==> src/rtl/cellrv32_fetch_buffer.sv <==
// Front-end fetch engine: one-outstanding sequential i-cache requests feeding an
// instruction prefetch FIFO, with redirect flush and in-flight response discard.
module cellrv32_fetch_buffer #(
   parameter int unsigned IPB_DEPTH = 4,
   parameter logic [31:0] START_PC  = 32'h0000_0000
) (
   input  logic        clk_i,
   input  logic        rstn_i,
   input  logic        enable_i,
   input  logic        redirect_i,
   input  logic [31:0] redirect_pc_i,
   output logic [31:0] cache_addr_o,
   output logic        cache_re_o,
   input  logic [31:0] cache_rdata_i,
   input  logic        cache_ack_i,
   input  logic        cache_err_i,
   output logic        ipb_valid_o,
   output logic [31:0] ipb_rdata_o,
   output logic [31:0] ipb_pc_o,
   output logic        ipb_err_o,
   input  logic        ipb_pop_i,
   output logic        busy_o
);

   localparam int unsigned AW = $clog2(IPB_DEPTH);
   localparam logic [AW:0] PTR_ONE   = (AW+1)'(1);
   localparam logic [AW:0] PTR_DEPTH = (AW+1)'(IPB_DEPTH);

   typedef enum logic [1:0] {S_IDLE, S_PEND, S_HALT, S_DRAIN} state_t;

   state_t      state, state_nxt;
   logic [31:0] pc, pc_nxt;
   logic [AW:0] rd_ptr, wr_ptr, cnt_post;
   logic [62:0] mem [IPB_DEPTH];
   logic [62:0] head;
   logic        full, empty, resp, push, pop, re;
   logic        unused_bits;

   assign unused_bits = ^redirect_pc_i[1:0];

   assign empty = (rd_ptr == wr_ptr);
   assign full  = (rd_ptr[AW] != wr_ptr[AW]) && (rd_ptr[AW-1:0] == wr_ptr[AW-1:0]);
   assign resp  = cache_ack_i | cache_err_i;
   assign pop   = ipb_pop_i & ~empty & ~redirect_i;
   assign push  = (state == S_PEND) & resp & ~redirect_i;

   // Occupancy after this cycle's push and pop; decides a back-to-back request.
   assign cnt_post = (wr_ptr + PTR_ONE) - rd_ptr - (pop ? PTR_ONE : '0);

   always_comb begin
      state_nxt = state;
      pc_nxt    = pc;
      re        = 1'b0;
      if (redirect_i) begin
         pc_nxt    = {redirect_pc_i[31:2], 2'b00};
         state_nxt = ((state == S_PEND || state == S_DRAIN) && !resp) ? S_DRAIN : S_IDLE;
      end else begin
         case (state)
            S_IDLE: begin
               if (enable_i && !full) begin
                  re        = 1'b1;
                  state_nxt = S_PEND;
               end
            end
            S_PEND: begin
               if (resp) begin
                  pc_nxt = pc + 32'd4;
                  if (cache_err_i) begin
                     state_nxt = S_HALT;
                  end else if (enable_i && (cnt_post != PTR_DEPTH)) begin
                     re = 1'b1;
                  end else begin
                     state_nxt = S_IDLE;
                  end
               end
            end
            S_DRAIN: begin
               if (resp) state_nxt = S_IDLE;
            end
            default: ;
         endcase
      end
   end

   always_ff @(posedge clk_i or negedge rstn_i) begin
      if (!rstn_i) begin
         state  <= S_IDLE;
         pc     <= {START_PC[31:2], 2'b00};
         rd_ptr <= '0;
         wr_ptr <= '0;
      end else begin
         state <= state_nxt;
         pc    <= pc_nxt;
         if (redirect_i) begin
            rd_ptr <= wr_ptr;
         end else begin
            if (push) wr_ptr <= wr_ptr + PTR_ONE;
            if (pop)  rd_ptr <= rd_ptr + PTR_ONE;
         end
      end
   end

   always_ff @(posedge clk_i) begin
      if (push) mem[wr_ptr[AW-1:0]] <= {cache_err_i, pc[31:2], cache_rdata_i};
   end

   assign head = mem[rd_ptr[AW-1:0]];

   // Request strobe masked during reset so every output reads zero while held.
   assign cache_re_o   = re & rstn_i;
   assign cache_addr_o = pc;
   assign busy_o       = (state == S_PEND) || (state == S_DRAIN);
   assign ipb_valid_o  = ~empty;
   assign ipb_rdata_o  = empty ? '0 : head[31:0];
   assign ipb_pc_o     = empty ? '0 : {head[61:32], 2'b00};
   assign ipb_err_o    = ~empty & head[62];

endmodule

==> config.mk <==
export PLATFORM = sky130hd
export DESIGN_NAME = cellrv32_fetch_buffer
export DESIGN_NICKNAME = d
export VERILOG_FILES = /design/src/rtl/cellrv32_fetch_buffer.sv
export SDC_FILE = /design/constraint.sdc
export NUM_CORES = 1
export LEC_CHECK = 0
export BUFFER_PORTS_ARGS = -buffer_cell sky130_fd_sc_hd__buf_2
export CORE_UTILIZATION = 25
export DETAILED_ROUTE_END_ITERATION = 8
export HOLD_SLACK_MARGIN = 0.15
export PLACE_DENSITY = 0.41
export SYNTH_ARGS = -nofsm -noshare
export SYNTH_HDL_FRONTEND = slang
export SYNTH_SLANG_ARGS = --single-unit
==> constraint.sdc <==
create_clock -name clk_i -period 6.2 [get_ports clk_i]
set_input_delay 0.93 -clock clk_i [delete_from_list [all_inputs] [get_ports clk_i]]
set_output_delay 0.93 -clock clk_i [all_outputs]
set_load 0.01 [all_outputs]
==> flow_summary.yaml, run 1 <==
outcome:
  status: "finished, violations left"
  violations: "design-rule violations"
setup_path:
  worstPathRequired_ns: 5.27
  cp_slowest_cell: "dfrtp_4"
  crit_path_max_incr_delay_ns: 0.88
  worst-setup-path-type: "flip-flop to output port"
  crit_fanout: 32
  reg2reg_slack_ns: 2.53
  start_kind: "flip-flop"
  r2r_start: "rd_ptr[0]"
  cp.arrival_ns: 4.05
  crit_top_cell: "xnor2_1"
  critPathCaptureType: "output port"
  crit_chain: "xnor2_1, nand3_4, nand2_1, or2_2, fa_1, fa_1, xnor2_1, xnor2_1, a21oi_1, a21oi_1, nor3_1, buf_2"
  r2r_end: "state[1]"
  r2r_cells: 11
  cp-startpoint: "rd_ptr[0]"
hold_path:
  hold_class: "input pin to async pin"
detailed_routing:
  initialDrtViolationCount: 320
  drc: 28
  viasPerCell: 4.292
  wl_per_cell_microns: 19.99
  dr.pass1.iters: 6
  routed_wl_microns: 29550
  via_count: 6343
  postRouteAntennaNets: 0
final_layout:
  syn_to_final_growth_pct: 22.10
  fill_cells: 4673
  nets: 926
  drive_gt1_frac: 0.3494
  finalNonFillerCells: 1478
logic_synthesis:
  syn_inst: 667
  ys_seq_area_frac: 0.7154
  synth_flop_cell: "edfxtp_1"
  avgSynthCellArea_sq_um: 17.85
  async_flop_share: 0.1310
  ys_types: 41
  synth_enable_flop_cells: 252
  syn_area_sq_mm: 0.01191
  ys_warn_count: 0
  synth-seq-cells: 290
grt:
  grt_pass1_vias: 6659
  grt_use_total: 0.1235
  grt_max_degree: 73
  gr-total-overflow: 0
  antenna_found_initial: 0
  grt_pass1_wl_microns: 43630
floorplanning:
  row_count: 79
  die_w_microns: 220.2
  start_util: 0.2547
  die_area_sq_mm: 0.04850
  ios: 171
  die-height_microns: 220.2
  coreArea_sq_mm: 0.04675
clock_tree:
  clock_path_buffers: 3
  cts.repair.resized: 0
  cts-root-buf: "clkbuf_16"
  cts.clk_slew.worst_paths_ns: 0.06
  post_cts.repair.setup_buffers: 0
  cts_tree: "yes"
  insertion_delay_ns: 0.54
  cts_sinks: 290
  cts_hold_buf: 0
  cts.htree.levels: 2
  cts_buffers: 35
sta:
  hold_viol: 0
  fin_crit_sh: 0.8034
  tightest_slew_ns: 1.036
  slew_violations: 0
  period_minus_slack_ns: 4.981
  grt_setup_unrepaired: "false"
  final.setup.tns_ns: 0
  finClkSkew_ns: 0.01785
  slew_headroom: 0.3039
  fmax_mhz: 200.8
  setup_viol: 0
power:
  power.leakage_nw: 5.093
  ir_worst_vdd_mv: 0.2252
  power_density_mw_per_mm2: 459.9
flow_run:
  drv_cap: 0
place:
  numPortBuffers: 164
  dp.cells: 1414
  place_congestion: 0.6666
  dp_hpwl_microns: 17100
## cell usage after synthesis, types with 6 or more instances
cell,n,area [sq um]
nand4_1,13,81.33
dfrtp_1,38,950.9
o21ai_0,22,110.1
xor2_1,25,219.0
buf_2,8,40.04
and2_1,70,437.9
xnor2_1,14,122.6
inv_1,11,41.29
clkbuf_1,19,71.32
nor2_1,7,26.28
mux4_2,63,1419
buf_4,9,67.56
nand3_1,11,55.05
o21ai_1,11,55.05
nand2_1,46,172.7
ha_1,9,112.6
and3_1,6,37.54
edfxtp_1,252,7567
## where the power goes
part / internal, mW / switching [mW] / total [mW]
clock network: 1.22 / 0.802 / 2.03
logic: 0.990 / 1.14 / 2.13
registers: 2.34 / 0.186 / 2.53
## cell type report
class,instances,area (sq um),area share
antenna,1,2.502,0.0001721
tap,607,759.5,0.05224
multi-input combinational,331,3179,0.2187
clock buffer,45,965.9,0.06644
inverter,11,41.29,0.002840
timing repair buffer,175,903.4,0.06214
sequential,290,8526,0.5865
clock inverter,18,160.2,0.01102
## per-layer routing
metal	global-route usage	vias to the layer above	part of all wire
li1	-	2910	-
met5	0	-	0
met3	0.02777	41	0.056
met4	0.04391	0	0.022
met2	0.1951	134	0.47
met1	0.1660	3258	0.45
## metrics by stage
| stage | power [mW] | hold WS [ns] | area [sq um] | setup WS, ns | util |
|---|---|---|---|---|---|
| global route | 7.101 | 0.5160 | 14540 | 0.8757 | 0.3109 |
| CTS | 6.861 | 0.4839 | 14540 | 1.098 | 0.3109 |
| floorplan | 3.899 | 0.5161 | 11920 | 2.073 | - |
| finish | 6.685 | 0.4845 | 14540 | 1.219 | 0.3109 |
| global placement | 4.787 | 0.5409 | 13410 | 1.693 | 0.2868 |
| detailed placement | 4.796 | 0.5355 | 13410 | 1.733 | 0.2868 |
## registers in the layout, indices dropped and copies added, names as in the netlist
name and cells:
wr_ptr 3, rd_ptr 3, cache_addr_o 30, mem 252
state 2
## worst max-delay path by stage
stage	end	slack, ns	depth (start not counted)
after floorplan	cache_re_o	2.07	10
after global placement	cache_re_o	1.69	12
after detailed placement	cache_re_o	1.73	12
after CTS	cache_re_o	1.10	12
after global routing	cache_re_o	0.88	12
final	cache_re_o	1.22	12
## worst max-delay path, delay by kind of cell (launching register included)
kind	cells	cell delay [ns]
XOR/XNOR	3	0.57
buffers and inverters	1	0.16
AO/OA/AOI/OAI	2	0.35
flip-flops	1	0.88
adder cells (fa/ha/maj)	2	0.80
AND/OR/NAND/NOR	4	0.75
## layout by cell type (no fill, tap or decap), types with 3 or more instances in the layout
cell type and n:
and2_1 66, and2_4 4, and3_1 6, buf_2 164, buf_4 11, bufinv_16 3, clkbuf_1 7, clkbuf_16 37
clkinv_1 6, clkinv_2 8, conb_1 4, dfrtp_1 36, edfxtp_1 252, ha_1 9, inv_1 11, mux4_2 63
nand2_1 46, nand3_1 10, nand4_1 13, nor2_1 7, o21ai_0 22, o21ai_1 11, or2_2 4, xnor2_1 14
xor2_1 25
## logic make-up after synthesis
logic type                 share of synthesized area
DFF                                           0.7154
and+or+nand+nor                              0.08039
muxes                                         0.1218
buffers and inverters                        0.02039
AOI/OAI and AO/OA                            0.02018
xor gates and xnor gates                     0.02869
adders and majority gates                    0.01282
other                                      0.0003150
Note: power is estimated with default switching activity, not from simulation.
==> run 2, diff against run 1 <==
--- a/config.mk
+++ b/config.mk
@@ -9,7 +9,7 @@
 export CORE_UTILIZATION = 25
 export DETAILED_ROUTE_END_ITERATION = 8
 export HOLD_SLACK_MARGIN = 0.15
-export PLACE_DENSITY = 0.41
+export PLACE_DENSITY = 0.43
 export SYNTH_ARGS = -nofsm -noshare
 export SYNTH_HDL_FRONTEND = slang
 export SYNTH_SLANG_ARGS = --single-unit
==> constraint.sdc (replaced) <==
create_clock -name clk_i -period 4.28 [get_ports clk_i]
set_input_delay 0.642 -clock clk_i [delete_from_list [all_inputs] [get_ports clk_i]]
set_output_delay 0.642 -clock clk_i [all_outputs]
set_load 0.01 [all_outputs]
==> run 2 against run 1 <==
The flow still finishes with violations (design-rule violations). Worst setup slack got worse by 1.0 ns. Clock skew increased by 0.0043 ns. First-iteration DRC count increased by 3.1%. Combinational power increased by 53%. Final area increased by 1.2%. Register-to-register slack got worse by 1.3 ns. Flip-flop and latch count unchanged.
==> flow_summary.yaml, run 2 (synthesized netlist as in run 1, its figures left out) <==
final_layout:
  final_cell_mix: "252 x edfxtp_1, 164 x buf_2, 66 x and2_1"
  fill_cells: 4624
  syn_to_final_growth_pct: 23.56
  mostFrequentLayoutCell: "edfxtp_1"
  antenna_cells: 0
  largest_register_ffs: 252
  nets: 930
  drive_gt1_frac: 0.3593
  post-route-util: 0.3147
grt:
  antenna_found_initial: 2
  grt_pass1_wl_microns: 43880
  gr-total-overflow: 0
  grt_pass1_vias: 6856
  grt_use_total: 0.1239
  grt_max_degree: 73
clock_tree:
  cts.clk_slew.worst_paths_ns: 0.06
  cts.htree.levels: 2
  cts-root-buf: "clkbuf_16"
  cts_tree: "yes"
  cts_sinks: 290
  cts_hold_buf: 0
  insertion_delay_ns: 0.54
  post_cts.repair.setup_buffers: 0
  clock_path_buffers: 3
  cts_buffers: 37
detailed_routing:
  via_count: 6392
  routed_wl_microns: 29300
  drc: 11
  dr.pass1.iters: 7
  initialDrtViolationCount: 330
  postRouteAntennaNets: 0
  wl_per_cell_microns: 19.79
  viasPerCell: 4.316
setup_path:
  start_kind: "flip-flop"
  critPathCaptureType: "output port"
  cp.arrival_ns: 3.44
  crit_fanout: 3
  reg2reg_slack_ns: 1.18
  worstPathRequired_ns: 3.64
  worst-setup-path-type: "flip-flop to output port"
outcome:
  status: "finished, violations left"
  violations: "design-rule violations"
sta:
  tightest_slew_ns: 1.043
  hold_viol: 0
  final.setup.tns_ns: 0
  period_minus_slack_ns: 4.082
  fin_crit_sh: 0.9538
  finClkSkew_ns: 0.02213
  setup_viol: 0
  slew_violations: 0
  grt_setup_unrepaired: "false"
  fmax_mhz: 245.0
  setup_ws_ns: 0.1977
  slew_headroom: 0.2995
floorplanning:
  die_w_microns: 220.2
  ios: 171
  die-height_microns: 220.2
  row_count: 79
  coreArea_sq_mm: 0.04675
  die_area_sq_mm: 0.04850
  start_util: 0.2547
flow_run:
  drv_cap: 0
place:
  dp_hpwl_microns: 17260
  place_congestion: 0.6616
  numPortBuffers: 164
  dpl_worst_slack_ns: 0.6122
hold_path:
  hold_class: "input pin to async pin"
power:
  power_density_mw_per_mm2: 672.8
  power.leakage_nw: 5.161
  ir_worst_vdd_mv: 0.3170
==> run 2: changes by cell type in the layout (fill, tap and decap cells not counted), sizes merged <==
cell,previous run,this run
buf,175,177
clkbuf,45,52
clkinv,14,7
clkinvlp,1,2
diode,1,0
inv,11,12
==> run 2: final cells by class <==
cell class	count	area, sq um	area share
clock buffers	52	1055	0.07170
clock inverters	13	150.1	0.01021
inverters	11	41.29	0.002807
multi-input cells	331	3208	0.2181
flip-flops and latches	290	8526	0.5795
well taps	607	759.5	0.05162
repair buffers	177	972.2	0.06608
==> run 2: path summary, 6_finish.rpt <==
| kind | from | end | depth (start not counted) |
|---|---|---|---|
| worst max-delay path | rd_ptr[0] | cache_re_o | 12 |
| worst min-delay path | rstn_i | cache_addr_o[30] | 2 |
| worst max register to register | rd_ptr[0] | state[1] | 11 |
| worst min register to register | wr_ptr[2] | wr_ptr[2] | 1 |
| max in group asynchronous | rstn_i | rd_ptr[0] | 2 |
| min in group clk_i | redirect_pc_i[28] | cache_addr_o[28] | 3 |
==> run 2: metal layers <==
| layer | up-vias | track usage | wire length [microns] |
|---|---|---|---|
| li1 | 2921 | - | - |
| met1 | 3259 | 0.1657 | 13290 |
| met2 | 165 | 0.1987 | 13890 |
| met3 | 45 | 0.02873 | 1486 |
| met4 | 2 | 0.03862 | 625 |
| met5 | - | 0 | 12 |
==> run 2: worst max-delay path, stage by stage, from the launching register on <==
cell	delay, ns
dfrtp_4	0.49
xnor2_2	0.18
nand3_4	0.11
nand2_1	0.11
or2_2	0.32
fa_1	0.40
fa_2	0.39
xnor2_2	0.15
xnor2_1	0.13
a21oi_2	0.18
a21oi_1	0.10
nor3_1	0.18
buf_2	0.17
==> run 2: power breakdown <==
part	leakage, nW	switching (mW)	total [mW]	internal (mW)
Clock	0.584	1.18	3.08	1.90
Sequential	2.74	0.164	3.56	3.39
Combinational	1.83	1.78	3.26	1.48
Total	5.16	3.12	9.90	6.78
==> run 2: through the flow <==
stage               hold slack (ns)  cells  cell area [sq um]  total power, mW
finish                       0.2572   1481              14710            9.898
global route                 0.2902   1481              14710            10.52
CTS                          0.2729   1481              14680            10.12
detailed placement           0.5412   1416              13470            6.964
global placement             0.5348   1416              13470            6.961
floorplan                    0.3464    670              11920            5.648
==> run 2: what timing repair did <==
item                       CTS  global route
pin swaps                    1             1
setup endpoints to repair    1             1
resized for setup            0             6
==> run 3, diff against run 2 <==
--- a/config.mk
+++ b/config.mk
@@ -9,7 +9,9 @@
 export CORE_UTILIZATION = 25
 export DETAILED_ROUTE_END_ITERATION = 8
 export HOLD_SLACK_MARGIN = 0.15
+export MAX_ROUTING_LAYER = met4
 export PLACE_DENSITY = 0.43
+export SLEW_MARGIN = 10
 export SYNTH_ARGS = -nofsm -noshare
 export SYNTH_HDL_FRONTEND = slang
 export SYNTH_SLANG_ARGS = --single-unit
==> constraint.sdc (replaced) <==
create_clock -name clk_i -period 4.28 [get_ports clk_i]
set_input_delay 0.642 -clock clk_i [delete_from_list [all_inputs] [get_ports clk_i]]
set_output_delay 0.642 -clock clk_i [all_outputs]
set_load 0.1 [all_outputs]
==> run 3 against run 2 <==
The flow still finishes with violations (design-rule violations). Largest cell class unchanged. Critical path depth did not move. Clock skew down 0.0050 ns. Register-to-register slack worse by 0.07 ns. Core utilization decreased by 0.11 points. Routed wire length grew 1.0%. Worst setup slack improved by 0.057 ns. Sequential share of layout area is 0.20 points higher. First-iteration DRC count decreased by 14%. Critical path type unchanged. Cell count about the same. Hold slack improved by 0.010 ns. Fmax grew 1.4%.
==> flow_summary.yaml, run 3 (synthesized netlist as in run 1, its figures left out) <==
outcome:
  status: "finished, violations left"
  violations: "design-rule violations"
grt:
  grt_use_total: 0.1276
  gr-total-overflow: 0
  antenna_found_initial: 0
  grt_max_degree: 73
  grt_pass1_wl_microns: 43770
  grt_pass1_vias: 6894
setup_path:
  reg2reg_slack_ns: 1.11
  critPathCaptureType: "output port"
  crit_fanout: 3
  worstPathRequired_ns: 3.64
  start_kind: "flip-flop"
  cp.arrival_ns: 3.38
  r2r_cells: 12
  r2r_end: "state[1]"
  r2r_start: "rd_ptr[0]"
  worst-setup-path-type: "flip-flop to output port"
sta:
  slew_headroom: 0.3520
  grt_setup_unrepaired: "false"
  tightest_slew_ns: 0.9647
  finClkSkew_ns: 0.01710
  hold_viol: 0
  fmax_mhz: 248.4
  slew_violations: 0
  fin_crit_sh: 0.9404
  period_minus_slack_ns: 4.025
  final.setup.tns_ns: 0
  setup_viol: 0
clock_tree:
  cts_buffers: 36
  cts_hold_buf: 0
  cts.clk_slew.worst_paths_ns: 0.06
  cts.htree.levels: 2
  cts-root-buf: "clkbuf_16"
  insertion_delay_ns: 0.52
  cts_tree: "yes"
  cts_sinks: 290
  clock_path_buffers: 3
final_layout:
  nets: 931
  final_cell_mix: "252 x edfxtp_1, 163 x buf_2, 66 x and2_1"
  seqCellArea_sq_mm: 0.008526
  drive_gt1_frac: 0.3627
  syn_to_final_growth_pct: 23.13
  largest_register_ffs: 252
  mostFrequentLayoutCell: "edfxtp_1"
  fill_cells: 4684
  multiInputGateArea_sq_mm: 0.003226
floorplanning:
  ios: 171
  coreArea_sq_mm: 0.04675
  die_w_microns: 220.2
  die_area_sq_mm: 0.04850
  start_util: 0.2547
  row_count: 79
  die-height_microns: 220.2
place:
  place_congestion: 0.6950
  numPortBuffers: 164
  dp_hpwl_microns: 17190
hold_path:
  hold_class: "input pin to async pin"
detailed_routing:
  wl_per_cell_microns: 19.97
  postRouteAntennaNets: 0
  initialDrtViolationCount: 284
  dr.pass1.iters: 6
  drc: 24
  via_count: 6446
  viasPerCell: 4.350
  routed_wl_microns: 29600
flow_run:
  drv_cap: 0
run 3: cell types whose count changed in the layout (fill, tap and decap cells not counted), moves of 2 or more:
cell,delta
buf_4,+2
clkinv_2,+4
clkbuf_1,-4
clkbuf_16,-2
clkinv_1,+4
clkbuf_8,-3
run 3: final cells by class:
| type | instances | share of cell area |
|---|---|---|
| Antenna cell | 1 | 0.0001707 |
| Clock buffer | 43 | 0.06469 |
| Clock inverter | 20 | 0.01058 |
| Inverter | 11 | 0.002816 |
| Multi-Input combinational cell | 331 | 0.2200 |
| Sequential cell | 290 | 0.5815 |
| Tap cell | 607 | 0.05181 |
| Timing Repair Buffer | 179 | 0.06836 |
run 3: worst max-delay path, stage by stage, from the launching register on:
cell,delay (ns)
dfrtp_4,0.49
xnor2_2,0.19
nand3_4,0.11
nand2_1,0.10
or2_2,0.31
fa_2,0.35
fa_2,0.38
xnor2_2,0.14
xnor2_1,0.14
a21oi_2,0.20
a21oi_2,0.10
nor3_4,0.16
buf_12,0.20
run 3: stage by stage:
step	instance area, sq um	hold slack, ns	util	instances	setup slack [ns]
global placement	13510	0.5396	0.2889	1417	0.5106
global route	14660	0.2854	0.3135	1481	0.03710
CTS	14620	0.2639	0.3128	1480	0.002359
finish	14660	0.2676	0.3136	1482	0.2550
floorplan	11930	0.3464	-	670	0.1947
detailed placement	13510	0.5389	0.2889	1417	0.5121
run 3: timing repair:
| action | 4_1_cts | 5_1_grt |
|---|---|---|
| gates resized for setup | 2 | 6 |
| setup endpoints to repair | 1 | 30 |
| setup buffers | 0 | 1 |
| pin swaps | 1 | 3 |
| endpoints found under the hold margin | 0 | 0 |
run 3: how the worst max path moves through the flow:
stage | startpoint | to | slack [ns] | cells after the start
after detailed placement | rd_ptr[0] | cache_re_o | 0.51 | 12
after CTS | rd_ptr[1] | cache_re_o | 0.002 | 12
final | rd_ptr[0] | cache_re_o | 0.26 | 12
after global routing | rd_ptr[0] | cache_re_o | 0.04 | 12
after global placement | rd_ptr[0] | cache_re_o | 0.51 | 12
after floorplan | redirect_i | cache_re_o | 0.19 | 10
run 3: layer usage:
metal / vias to the layer above / global-route usage / wire, microns
met4: 0 / 0.03632 / 609
li1: 2919 / - / -
met3: 45 / 0.02914 / 1550
met1: 3332 / 0.1717 / 13800
met5: - / - / 0
met2: 150 / 0.1920 / 13640
Power of run 3 is not shown: default switching activity piles up to over one toggle a cycle in this logic, so the estimate is an artifact.
